$ cat src/rtl/instr_prefetch_buffer.sv
// Instruction prefetch buffer: sequential fetch over a req/ack memory port into a small FIFO,
// presenting the head {pc, instr} to IF/ID and restarting at the target on a redirect.
module instr_prefetch_buffer #(
    parameter int          DEPTH    = 4,
    parameter logic [31:0] RESET_PC = 32'h0000_0000
) (
    input  logic                    clk,
    input  logic                    rst,
    output logic                    mem_req,
    output logic [31:0]             mem_addr,
    input  logic                    mem_ack,
    input  logic [31:0]             mem_rdata,
    input  logic                    redirect,
    input  logic [31:0]             redirect_pc,
    input  logic                    stall,
    output logic                    instr_valid,
    output logic [31:0]             instr,
    output logic [31:0]             instr_pc,
    output logic [$clog2(DEPTH):0]  count
);

    localparam int                PTR_W   = $clog2(DEPTH);
    localparam int                CNT_W   = PTR_W + 1;
    localparam logic [CNT_W-1:0]  DEPTH_C = CNT_W'(DEPTH);
    localparam logic [31:0]       NOP_C   = 32'h0000_0013;

    typedef enum logic [1:0] {
        ST_IDLE    = 2'd0,
        ST_REQ     = 2'd1,
        ST_DISCARD = 2'd2
    } state_e;

    state_e             state_r;
    state_e             stateNext_s;
    logic               memReq_r;
    logic               memReqNext_s;
    logic [31:0]        fetchPc_r;
    logic [31:0]        fetchPcNext_s;
    logic [31:0]        reqAddr_r;
    logic [31:0]        reqAddrNext_s;
    logic [PTR_W-1:0]   rdPtr_r;
    logic [PTR_W-1:0]   wrPtr_r;
    logic [CNT_W-1:0]   count_r;
    logic [CNT_W-1:0]   countNext_s;
    logic [31:0]        pcMem_r    [DEPTH];
    logic [31:0]        instrMem_r [DEPTH];
    logic               push_s;
    logic               pop_s;

    // FIFO control: a redirect flushes and wins over any push or pop in the same cycle
    always_comb begin
        push_s      = 1'b0;
        pop_s       = 1'b0;
        countNext_s = count_r;
        if (redirect) begin
            countNext_s = '0;
        end else begin
            push_s      = (state_r == ST_REQ) && mem_ack;
            pop_s       = (count_r != '0) && !stall;
            countNext_s = count_r + CNT_W'(push_s) - CNT_W'(pop_s);
        end
    end

    // State register plus registered request strobe
    always_ff @(posedge clk) begin
        if (!rst) begin
            state_r  <= ST_IDLE;
            memReq_r <= 1'b0;
        end else begin
            state_r  <= stateNext_s;
            memReq_r <= memReqNext_s;
        end
    end

    // Next-state logic
    always_comb begin
        stateNext_s = state_r;
        case (state_r)
            ST_IDLE: begin
                if (redirect) begin
                    stateNext_s = ST_IDLE;
                end else if (countNext_s < DEPTH_C) begin
                    stateNext_s = ST_REQ;
                end else begin
                    stateNext_s = ST_IDLE;
                end
            end
            ST_REQ: begin
                if (redirect) begin
                    stateNext_s = mem_ack ? ST_IDLE : ST_DISCARD;
                end else if (mem_ack) begin
                    stateNext_s = (countNext_s < DEPTH_C) ? ST_REQ : ST_IDLE;
                end else begin
                    stateNext_s = ST_REQ;
                end
            end
            ST_DISCARD: begin
                if (mem_ack) begin
                    stateNext_s = ST_IDLE;
                end else begin
                    stateNext_s = ST_DISCARD;
                end
            end
            default: stateNext_s = ST_IDLE;
        endcase
    end

    // Output/datapath decode: request address only moves when a new request is launched
    always_comb begin
        memReqNext_s  = (stateNext_s == ST_REQ) || (stateNext_s == ST_DISCARD);
        reqAddrNext_s = reqAddr_r;
        fetchPcNext_s = fetchPc_r;
        if (redirect) begin
            fetchPcNext_s = redirect_pc;
        end else if (push_s) begin
            fetchPcNext_s = fetchPc_r + 32'd4;
        end else begin
            fetchPcNext_s = fetchPc_r;
        end
        if ((state_r == ST_IDLE) && (stateNext_s == ST_REQ)) begin
            reqAddrNext_s = fetchPc_r;
        end else if (push_s && (stateNext_s == ST_REQ)) begin
            reqAddrNext_s = fetchPc_r + 32'd4;
        end else begin
            reqAddrNext_s = reqAddr_r;
        end
    end

    // Fetch PC, request address, pointers and occupancy
    always_ff @(posedge clk) begin
        if (!rst) begin
            fetchPc_r <= RESET_PC;
            reqAddr_r <= RESET_PC;
            rdPtr_r   <= '0;
            wrPtr_r   <= '0;
            count_r   <= '0;
        end else begin
            fetchPc_r <= fetchPcNext_s;
            reqAddr_r <= reqAddrNext_s;
            count_r   <= countNext_s;
            if (redirect) begin
                rdPtr_r <= '0;
                wrPtr_r <= '0;
            end else begin
                wrPtr_r <= push_s ? wrPtr_r + PTR_W'(1'b1) : wrPtr_r;
                rdPtr_r <= pop_s  ? rdPtr_r + PTR_W'(1'b1) : rdPtr_r;
            end
        end
    end

    // Entry storage; contents are meaningless until covered by count
    always_ff @(posedge clk) begin
        if (rst && push_s) begin
            pcMem_r[wrPtr_r]    <= fetchPc_r;
            instrMem_r[wrPtr_r] <= mem_rdata;
        end
    end

    assign mem_req     = memReq_r;
    assign mem_addr    = reqAddr_r;
    assign count       = count_r;
    assign instr_valid = (count_r != '0);
    assign instr       = instr_valid ? instrMem_r[rdPtr_r] : NOP_C;
    assign instr_pc    = instr_valid ? pcMem_r[rdPtr_r]    : 32'h0000_0000;

endmodule

$ cat config.mk
export PLATFORM = sky130hd
export DESIGN_NAME = instr_prefetch_buffer
export DESIGN_NICKNAME = d
export VERILOG_FILES = /design/src/rtl/instr_prefetch_buffer.sv
export SDC_FILE = /design/constraint.sdc
export NUM_CORES = 1
export LEC_CHECK = 0
export ABC_AREA = 1
export BUFFER_PORTS_ARGS = -buffer_cell sky130_fd_sc_hd__buf_2
export CELL_PAD_IN_SITES_DETAIL_PLACEMENT = 0
export CELL_PAD_IN_SITES_GLOBAL_PLACEMENT = 1
export CORE_ASPECT_RATIO = 1.75
export CORE_UTILIZATION = 45
export CTS_CLUSTER_DIAMETER = 200
export DETAILED_ROUTE_END_ITERATION = 7
export PLACE_DENSITY = 0.81
export RECOVER_POWER = 100
export SKIP_CTS_REPAIR_TIMING = 1
export SYNTH_ARGS = -nofsm -noshare
export SYNTH_HDL_FRONTEND = slang
export SYNTH_SLANG_ARGS = --single-unit
$ cat constraint.sdc
create_clock -name clk -period 9.4 [get_ports clk]
set_input_delay 0.94 -clock clk [delete_from_list [all_inputs] [get_ports clk]]
set_output_delay 0.94 -clock clk [all_outputs]
set_load 0.02 [all_outputs]
==> impl_metrics.py, run 1 <==
metrics = {
    "critical_path": {
        "worstPathRequired_ns": 8.46,
        "worst-setup-path-type": "flop to primary output",
        "crit_path_max_fanout": 40,
        "arrival_ns": 5.52,
        "start_kind": "flop",
        "crit_path_end_kind": "primary output",
    },
    "logic_synthesis": {
        "avgSynthCellArea_um2": 10.1,
        "syn_inst": 1410,
        "synth.top_cell.area_share_pct": 54.0,
        "yosysTopAreaCell": "edfxtp_1",
        "syn-num-nets": 1488,
        "syn_area_mm2": 0.0142,
        "seq_area_frac_synth_pct": 64.7,
        "synth_mux_area_share_pct": 0,
        "synth_fa_ha_area_share_pct": 0.844,
        "ys_seq_elements": 332,
        "synth_compound_area_share_pct": 12.4,
        "synth_top_family_by_area": "simple AND/OR/NAND/NOR gates",
        "synth-edff-count": 256,
        "ys_types": 40,
        "synthXorXnorAreaFrac_pct": 0.677,
        "yosysWarnings": 0,
        "ys.flop_type": "edfxtp_1",
        "async_flop_share_pct": 0,
        "synthTopCellsByArea": "edfxtp_1 (54%), dfxtp_1 (11%), nor2_1 (8.4%), nand2_1 (5.3%), o21ai_0 (5.2%)",
        "synth-simple-area-share_pct": 17.0,
    },
    "clocking": {
        "cts_tree": "done",
        "clk_pin_slew_ns": 0.06,
        "clk_latency_ns": 0.56,
        "cts-buffers-inserted": 30,
        "cts-htree-levels": 1,
        "clockBufferDepth": 3,
        "clkSinkCount": 332,
        "root_buffer": "clkbuf_16",
    },
    "layout": {
        "num-fill-cells": 2834,
        "nets": 1625,
        "drive_gt1_share_pct": 9.87,
        "area_growth_pct": 13.5,
        "antenna_cells": 0,
        "fin_cells": 1961,
        "final_util_pct": 52.2,
    },
    "floorplan": {
        "initial_core_util_pct": 46.0,
        "io_pins": 170,
        "dieArea_mm2": 0.0324,
        "rows": 85,
        "die_x_um": 136,
        "core-area_mm2": 0.0309,
        "die_h_um": 237,
    },
    "pwr": {
        "p_comb_share_pct": 8.1,
        "power.density_mw_per_mm2": 197,
        "peakVddDrop_uv": 129,
        "clock_power_share_pct": 39.9,
        "p_leak_nw": 5.70,
        "switching_share_pct": 23.6,
        "p_int_w": 0.00242,
        "pwr-share-seq_pct": 51.9,
        "p_sw_w": 0.000750,
    },
    "sta": {
        "tns_ns": 0,
        "worst_pin_slew_ns": 2.78,
        "layout_min_cycle_time_ns": 6.46,
        "rsz0062_at_grt": "false",
        "setup_violations": 0,
        "finalHoldViolCount": 0,
        "period_share_pct": 68.7,
        "maxSlewViolCount": 176,
        "slew_headroom_pct": -85.1,
        "hold_slack_ns": 0.495,
        "clock_skew_ns": 0.0102,
        "fmax_mhz": 155,
    },
    "status": {
        "violations": "capacitance limit, slew limit",
        "status": "finished, violations left",
    },
    "placement": {
        "dpl.cell_count": 1906,
        "place_congestion": 0.869,
        "hpwl_um": 21400,
        "portBuffers": 169,
    },
    "global_routing": {
        "grt_use_total_pct": 21.8,
        "grt_pass1_vias": 10000,
        "grt_max_degree": 119,
        "grt_pass1_wl_um": 53600,
        "antenna_found_initial": 0,
        "overflow": 0,
    },
    "routing": {
        "routed_wl_um": 35000,
        "ant_nets": 0,
        "vias": 10200,
        "drc": 0,
        "dr.pass1.iters": 5,
        "routedWlPerCell_um": 17.9,
        "via_per_inst": 5.22,
        "dr.first_iter.drc_count": 475,
    },
    "run": {
        "drv_cap": 4,
    },
    "hold_path": {
        "min_path_type": "flop to flop",
    },
}
==> stage by stage <==
stage,worst slack [ns],instance area (um^2),total power [W]
after floorplan,4.56,14200,0.00185
after global placement,4.56,15300,0.00195
after detailed placement,4.44,15300,0.00195
after CTS,4.40,16300,0.00321
after global routing,2.59,16100,0.00328
final,2.94,16100,0.00317
==> cells in the final DEF, fill, tap and decap left out, drive strengths merged <==
master | Yosys | layout
nor2 | 338 | 338
edfxtp | 256 | 256
nand2 | 209 | 209
o21ai | 200 | 200
clkbuf | 41 | 170
a21oi | 111 | 111
dfxtp | 76 | 76
inv | 64 | 63
buf | 35 | 47
nand3 | 30 | 30
clkinv | 2 | 14
a31oi | 11 | 11
ha | 8 | 8
xor2 | 6 | 6
xnor2 | 5 | 5
bufinv | 0 | 5
o21a | 4 | 4
or2 | 4 | 4
o311ai | 3 | 3
clkinvlp | 0 | 3
o22ai | 2 | 2
nor3 | 2 | 2
nand4 | 1 | 1
and2 | 1 | 1
fa | 1 | 1
==> synthesized netlist by cell type (11+ instances only) <==
master / n
a21oi_1: 102
a31oi_1: 11
buf_2: 21
clkbuf_1: 41
dfxtp_1: 76
edfxtp_1: 256
inv_1: 56
nand2_1: 201
nand3_1: 27
nor2_1: 319
nor2_2: 11
o21ai_0: 148
o21ai_1: 43
==> logic make-up after synthesis <==
family	count (synthesis)
buffers and inverters	142
adders and majority gates	9
and+or+nand+nor	585
xor gates and xnor gates	11
DFF	332
AOI/OAI and AO/OA	331
==> power by group through the flow <==
stage / combinational (W) / clock (W) / sequential, W
5_1_grt: 0.000287 / 0.00134 / 0.00165
2_1_floorplan: 0.000161 / 0 / 0.00169
3_5_place_dp: 0.000273 / 0 / 0.00168
6_report: 0.000258 / 0.00127 / 0.00165
3_3_place_gp: 0.000269 / 0 / 0.00168
4_1_cts: 0.000274 / 0.00129 / 0.00165
==> layout make-up <==
class	instances	area, um^2	area share (%)
Clock buffer	36	795	4.92
Clock inverter	19	228	1.41
Inverter	66	250	1.55
Multi-Input combinational cell	936	4410	27.3
Sequential cell	332	9210	57.1
Tap cell	391	489	3.03
Timing Repair Buffer	181	761	4.71
==> per-layer routing <==
layer	wire, um	up-vias	GRT usage (%)
li1	-	5060	-
met1	13600	4823	24.6
met2	18500	263	40.1
met3	1550	81	2.64
met5	0	-	0
met4	1400	0	10.0
==> registers in the layout, summed over array words and instances, names as in the netlist, named ones only <==
register	flops
rdPtr_r	2
pcMem_r	128
state_r	2
fetchPc_r	32
count	3
mem_req	1
instrMem_r	128
mem_addr	32
wrPtr_r	2
==> worst max-delay path: stages (launching register included) <==
cell,delay (ns)
dfxtp_2,0.32
clkbuf_1,1.43
inv_1,1.05
clkbuf_1,1.07
nor2_1,0.31
o21ai_0,0.12
a21oi_1,0.33
clkbuf_1,0.27
==> final timing paths <==
check                                             start                        end  slack [ns]  cells after the start
worst max register to register      count[2]$_SDFF_PN0_  mem_addr[28]$_SDFFE_PN0P_        3.47                     18
worst max-delay path                               flop                instr_pc[9]        2.94                      7
worst min register to register  rdPtr_r[1]$_SDFFE_PP0P_                       flop        0.49                      2
worst min-delay path            rdPtr_r[1]$_SDFFE_PP0P_                       flop        0.49                      2
(Power assumes the default switching activity.)
==> inputs of run 2 (changes only) <==
ABC_AREA = 0   (was 1)
CORE_UTILIZATION = 44   (was 45)
PLACE_DENSITY = 0.78   (was 0.81)
clock period = 5.25 ns   (was 9.4 ns; I/O delays follow)
==> run 2 against run 1 <==
Compared with the run above: the run still ends with capacitance limit, slew limit left; area after synthesis down 4.5%; highest routed layer unchanged; flip-flop and latch count unchanged; critical path type is now primary input to flop; core utilization down 0.83 points; final cell count down 26%; largest power group unchanged; combinational power up 55%; sequential power up 79%; via count down 21%; non-clock buffer count up 2; clock-buffer cell count up 2.
==> impl_metrics.py, run 2 <==
metrics = {
    "sta": {
        "maxSlewViolCount": 341,
        "rsz0062_at_grt": "false",
        "finalHoldViolCount": 0,
        "period_share_pct": 83.0,
        "clock_skew_ns": 0.0150,
        "fmax_mhz": 229,
        "slew_headroom_pct": -75.9,
        "worst_pin_slew_ns": 2.64,
        "layout_min_cycle_time_ns": 4.36,
        "setup_violations": 0,
        "tns_ns": 0,
    },
    "status": {
        "status": "finished, violations left",
        "violations": "capacitance limit, slew limit",
    },
    "logic_synthesis": {
        "yosysTopAreaCell": "edfxtp_1",
        "seq_area_frac_synth_pct": 67.7,
        "synth_commonest_cells": "edfxtp_1 (256), dfxtp_1 (76), and2_1 (65), mux4_2 (64), nand2_1 (42)",
        "syn-num-nets": 961,
        "avgSynthCellArea_um2": 15.4,
        "ys_seq_elements": 332,
        "syn_area_mm2": 0.0136,
        "synth-edff-count": 256,
        "ys_types": 57,
        "synthTopCellsByArea": "edfxtp_1 (57%), dfxtp_1 (11%), mux4_2 (11%), and2_1 (3.0%), xor2_1 (1.9%)",
        "yosysWarnings": 0,
        "ys.flop_type": "edfxtp_1",
        "synth.top_cell.area_share_pct": 56.6,
        "syn_inst": 883,
        "synth.most_common_cell": "edfxtp_1",
        "async_flop_share_pct": 0,
    },
    "placement": {
        "hpwl_um": 19900,
        "dpl.cell_count": 1396,
        "place_congestion": 0.888,
        "placed_area_mm2": 0.0148,
        "portBuffers": 169,
    },
    "routing": {
        "routedWlPerCell_um": 21.2,
        "dr.pass1.iters": 4,
        "dr.first_iter.drc_count": 447,
        "via_per_inst": 5.60,
        "vias": 8094,
        "ant_nets": 0,
        "drc": 0,
        "routed_wl_um": 30700,
    },
    "pwr": {
        "p_leak_nw": 5.00,
        "p_total_w": 0.00544,
        "peakVddDrop_uv": 220,
        "p_int_w": 0.00419,
        "switching_share_pct": 22.9,
        "p_comb_share_pct": 7.3,
        "clock_power_share_pct": 38.2,
        "p_sw_w": 0.00125,
        "pwr-share-seq_pct": 54.5,
        "power.density_mw_per_mm2": 350,
    },
    "critical_path": {
        "arrival_ns": 4.59,
        "start_kind": "primary input",
        "worst-setup-path-type": "primary input to flop",
        "critPathMostFrequentCell": "clkbuf_1",
        "worstPathRequired_ns": 5.48,
        "timing.critical_path.cells": "buf_2, clkbuf_1, inv_1, clkbuf_1, nor2_1, and3_1, buf_12",
        "timing.reg2reg.setup_slack_ns": 1.03,
        "slowest_delay_ns": 1.26,
        "crit_path_end_kind": "flop",
        "crit_path_max_fanout": 38,
        "cpMaxStageDelayCell": "and3_1",
    },
    "clocking": {
        "clockBufferDepth": 3,
        "cts-htree-levels": 1,
        "clk_latency_ns": 0.55,
        "clkSinkCount": 332,
        "root_buffer": "clkbuf_16",
        "cts_tree": "done",
        "clk_pin_slew_ns": 0.07,
        "cts-buffers-inserted": 28,
    },
    "global_routing": {
        "gr-max-usage-layer": "met2",
        "grt_pass1_vias": 8287,
        "grt_util_met1_pct": 23.3,
        "grt_pass1_wl_um": 47100,
        "antenna_found_initial": 0,
        "grt_use_total_pct": 19.9,
        "grt_max_degree": 65,
        "overflow": 0,
        "grtUsageMet2_pct": 36.4,
        "use_met3_pct": 2.63,
    },
    "layout": {
        "reg.largest.list": "instrMem_r: 128 flops, pcMem_r: 128 flops",
        "layout_commonest_cell": "edfxtp_1",
        "num-fill-cells": 2627,
        "antenna_cells": 0,
        "multi_input_area_mm2": 0.00407,
        "final_cell_mix": "edfxtp_1 (256), clkbuf_1 (114), dfxtp_1 (74)",
        "stdcell_area_mm2": 0.0155,
        "area.sequential_mm2": 0.00921,
        "drive_gt1_share_pct": 18.2,
        "nets": 1117,
        "fin_cells": 1445,
        "area_growth_pct": 14.3,
    },
    "run": {
        "drv_cap": 7,
    },
    "floorplan": {
        "dieArea_mm2": 0.0316,
        "die_x_um": 135,
        "core-area_mm2": 0.0303,
        "die_h_um": 235,
        "initial_core_util_pct": 44.9,
        "rows": 84,
        "io_pins": 170,
    },
    "hold_path": {
        "min_path_type": "primary input to flop",
    },
}
## run 2: cell types whose count changed after synthesis, sizes merged, moves of 21 or more
cell and delta:
nor2 -303, nand2 -167, o21ai -165, a21oi -76, and2 +64, mux4 +64, inv -54, xor2 +23
nand4 +21
## run 2: critical path: cells and delay by family
family	cells	cell delay (ns)
simple gates	2	1.66
buf+inv	5	2.33
## run 2: area by class of cell
| class | instances | area share [%] |
|---|---|---|
| Tap cell | 387 | 3.12 |
| Clock buffer | 38 | 5.21 |
| Sequential cell | 332 | 59.3 |
| Clock inverter | 11 | 0.741 |
| Timing Repair Buffer | 183 | 5.20 |
| Multi-Input combinational cell | 483 | 26.2 |
| Inverter | 11 | 0.266 |
## run 2: power groups by stage
| stage | registers (W) | clock network, W | logic, W |
|---|---|---|---|
| after CTS | 0.00297 | 0.00212 | 0.000421 |
| final | 0.00296 | 0.00208 | 0.000399 |
| after floorplan | 0.00302 | 0 | 0.000238 |
| after global placement | 0.00302 | 0 | 0.000413 |
| after global routing | 0.00297 | 0.00222 | 0.000440 |
| after detailed placement | 0.00302 | 0 | 0.000419 |
## run 2: path summary, 6_finish.rpt
check	from	to	cells after the start
setup / recovery	rst	pcMem_r[0][22]$_DFFE_PP_	7
hold / removal	redirect_pc[0]	fetchPc_r[0]$_SDFFE_PN0P_	3
setup reg to reg	count[1]$_SDFF_PP0_	mem_addr[22]$_SDFFE_PN0P_	16
hold reg to reg	mem_addr[0]$_SDFFE_PN0P_	mem_addr[0]$_SDFFE_PN0P_	2
## run 2: per-layer routing
layer | part of all wire, % | up-vias
met5 | 0 | -
met4 | 3.6 | 0
met3 | 4.6 | 55
met2 | 53 | 215
met1 | 39 | 4103
li1 | - | 3721
## run 2: metrics by stage
step / util [%] / setup slack (ns) / hold slack [ns]
2_1_floorplan: - / 1.43 / 0.455
3_3_place_gp: 49.0 / 1.18 / 0.448
6_report: 51.3 / 0.890 / 0.217
3_5_place_dp: 49.0 / 1.04 / 0.457
5_1_grt: 51.3 / 0.471 / 0.210
4_1_cts: 52.1 / 1.02 / 0.165
## run 2: kinds of logic after synthesis
kind of cell | after synthesis | synth area share, %
AND/OR/NAND/NOR | 242 | 10.1
flip-flops | 332 | 67.7
XOR/XNOR | 43 | 2.77
AO/OA/AOI/OAI | 123 | 5.68
adder cells (fa/ha/maj) | 9 | 0.884
buffers and inverters | 68 | 2.02
multiplexers | 66 | 10.8
==> inputs of run 3 (changes only) <==
ABC_AREA = 1   (was 0)
CORE_UTILIZATION = 41   (was 44)
clock period = 3.7 ns   (was 5.25 ns; I/O delays follow)
==> run 3 against run 2 <==
Compared with the run above: the run now ends clean; combinational power rose by 70%; final cell count rose by 41%; power up 48%; cell area grew 5.0%; largest cell class unchanged; core utilization down 3.3 points; register-to-register slack lost 0.69 ns; largest power group unchanged; highest routed layer unchanged.
==> impl_metrics.py, run 3 (synthesis gave the netlist of run 1 again) <==
metrics = {
    "pwr": {
        "peakVddDrop_uv": 328,
        "p_leak_nw": 5.75,
        "power.density_mw_per_mm2": 494,
    },
    "clocking": {
        "root_buffer": "clkbuf_16",
        "clkSinkCount": 332,
        "clk_pin_slew_ns": 0.06,
        "clockBufferDepth": 3,
        "cts-htree-levels": 1,
        "clk_latency_ns": 0.56,
        "cts_tree": "done",
        "cts-buffers-inserted": 30,
    },
    "hold_path": {
        "min_path_type": "primary input to flop",
        "min_to": "fetchPc_r[1]$_SDFFE_PN0P_",
        "min_path_cells": 3,
        "min_from": "redirect_pc[1]",
    },
    "sta": {
        "fmax_mhz": 297,
        "layout_min_cycle_time_ns": 3.36,
        "maxSlewViolCount": 0,
        "setup_slack_ns": 0.337,
        "worst_pin_slew_ns": 1.38,
        "tns_ns": 0,
        "slew_headroom_pct": 7.96,
        "rsz0062_at_grt": "false",
        "finalHoldViolCount": 0,
        "setup_violations": 0,
        "clock_skew_ns": 0.0117,
        "period_share_pct": 90.9,
    },
    "floorplan": {
        "dieArea_mm2": 0.0355,
        "initial_core_util_pct": 41.9,
        "die_h_um": 248,
        "core-area_mm2": 0.0340,
        "die_x_um": 143,
        "rows": 89,
        "io_pins": 170,
    },
    "global_routing": {
        "grt_max_degree": 129,
        "grt_pass1_wl_um": 54800,
        "grt_pass1_vias": 10100,
        "antenna_found_initial": 0,
        "grt_use_total_pct": 20.3,
        "overflow": 0,
    },
    "layout": {
        "final_util_pct": 48.0,
        "final_cell_mix": "nor2_1 (317), edfxtp_1 (256), nand2_1 (201)",
        "area_growth_pct": 14.7,
        "antenna_cells": 0,
        "area.sequential_mm2": 0.00921,
        "num-fill-cells": 3182,
        "reg.largest.list": "instrMem_r: 128 flops, pcMem_r: 128 flops",
        "layout_commonest_cell": "nor2_1",
        "fin_cells": 2038,
        "nets": 1637,
        "drive_gt1_share_pct": 10.2,
        "multi_input_area_mm2": 0.00439,
    },
    "routing": {
        "vias": 10300,
        "via_per_inst": 5.06,
        "routed_wl_um": 35700,
        "dr.first_iter.drc_count": 650,
        "dr.pass1.iters": 5,
        "ant_nets": 0,
        "routedWlPerCell_um": 17.5,
        "drc": 0,
    },
    "critical_path": {
        "r2r_cells": 19,
        "start_kind": "flop",
        "r2r_end": "mem_addr[24]$_SDFFE_PN0P_",
        "slowest_delay_ns": 0.38,
        "arrival_ns": 3.81,
        "timing.critical_path.cells": "or2_2, nor2_1, nor2_1, ha_1, inv_1, ha_1, fa_1, xnor2_1, or2_2, nand3_1, inv_1, ha_1, inv_1, nor2_1, inv_1, buf_4, nand3_1, nand2_1, a21oi_2",
        "r2r_start": "count[2]$_SDFF_PN0_",
        "worstPathRequired_ns": 4.14,
        "worst-setup-path-type": "flop to flop",
        "cpMaxStageDelayCell": "fa_1",
        "crit_path_max_fanout": 21,
        "crit_path_end_kind": "flop",
        "timing.reg2reg.setup_slack_ns": 0.34,
        "critPathMostFrequentCell": "inv_1",
    },
    "placement": {
        "dp_slack_ns": 0.374,
        "dpl.cell_count": 1982,
        "hpwl_um": 22200,
        "place_congestion": 0.821,
        "portBuffers": 169,
    },
    "run": {
        "drv_cap": 0,
    },
    "status": {
        "status": "completed",
    },
}
==> run 3: changes by cell type in the layout (fill, tap and decap cells not counted), sizes merged, moves of 35 or more <==
cell / previous run / this run
inv: 9 / 63
a21oi: 35 / 111
mux4: 64 / 0
and2: 65 / 1
nand2: 42 / 209
o21ai: 35 / 200
clkbuf: 149 / 184
nor2: 35 / 338
==> run 3: how the worst max path moves through the flow <==
stage	end	startpoint	slack [ns]
6_report	mem_addr[24]$_SDFFE_PN0P_	count[2]$_SDFF_PN0_	0.34
5_1_grt	mem_addr[24]$_SDFFE_PN0P_	count[2]$_SDFF_PN0_	0.09
4_1_cts	mem_addr[24]$_SDFFE_PN0P_	count[2]$_SDFF_PN0_	0.34
3_5_place_dp	mem_addr[24]$_SDFFE_PN0P_	count[2]$_SDFF_PN0_	0.37
3_3_place_gp	mem_addr[11]$_SDFFE_PN0P_	count[2]$_SDFF_PN0_	0.46
2_1_floorplan	instrMem_r[0][0]$_DFFE_PP_	redirect	-0.57
==> run 3: power breakdown <==
group	leakage, nW	internal, W	switching (W)	total, W
registers	2.94	0.00410	0.0000877	0.00418
clock network	0.488	0.00189	0.00131	0.00319
logic	2.32	0.000193	0.000486	0.000678
total	5.75	0.00617	0.00188	0.00806
==> run 3: routing by layer <==
layer	GRT usage [%]	part of all wire, %
met5	0	0
met2	38.3	54
met1	22.7	39
met4	7.80	3.1
met3	2.52	4.3
==> run 3: area by class of cell <==
| type | instances | share of cell area, % |
|---|---|---|
| Clock inverter | 15 | 1.25 |
| Tap cell | 455 | 3.49 |
| Inverter | 66 | 1.53 |
| Multi-Input combinational cell | 936 | 26.9 |
| Sequential cell | 332 | 56.5 |
| Timing Repair Buffer | 193 | 5.38 |
| Clock buffer | 41 | 4.98 |
==> run 3: stage by stage <==
step | hold WS [ns] | power [W] | area, um^2
detailed placement | 0.466 | 0.00499 | 15600
global placement | 0.441 | 0.00497 | 15600
CTS | -0.0122 | 0.00818 | 16600
floorplan | 0.436 | 0.00471 | 14200
global route | 0.0269 | 0.00836 | 16300
finish | 0.0254 | 0.00806 | 16300
==> run 3: critical path, delay by kind of cell (launching register included) <==
kind                       cells  cell delay [ns]
and+or+nand+nor                8             1.15
AOI/OAI and AO/OA              1             0.05
DFF                            1             0.32
buffers and inverters          5             0.52
adders and majority gates      4             1.01
xor gates and xnor gates       1             0.16
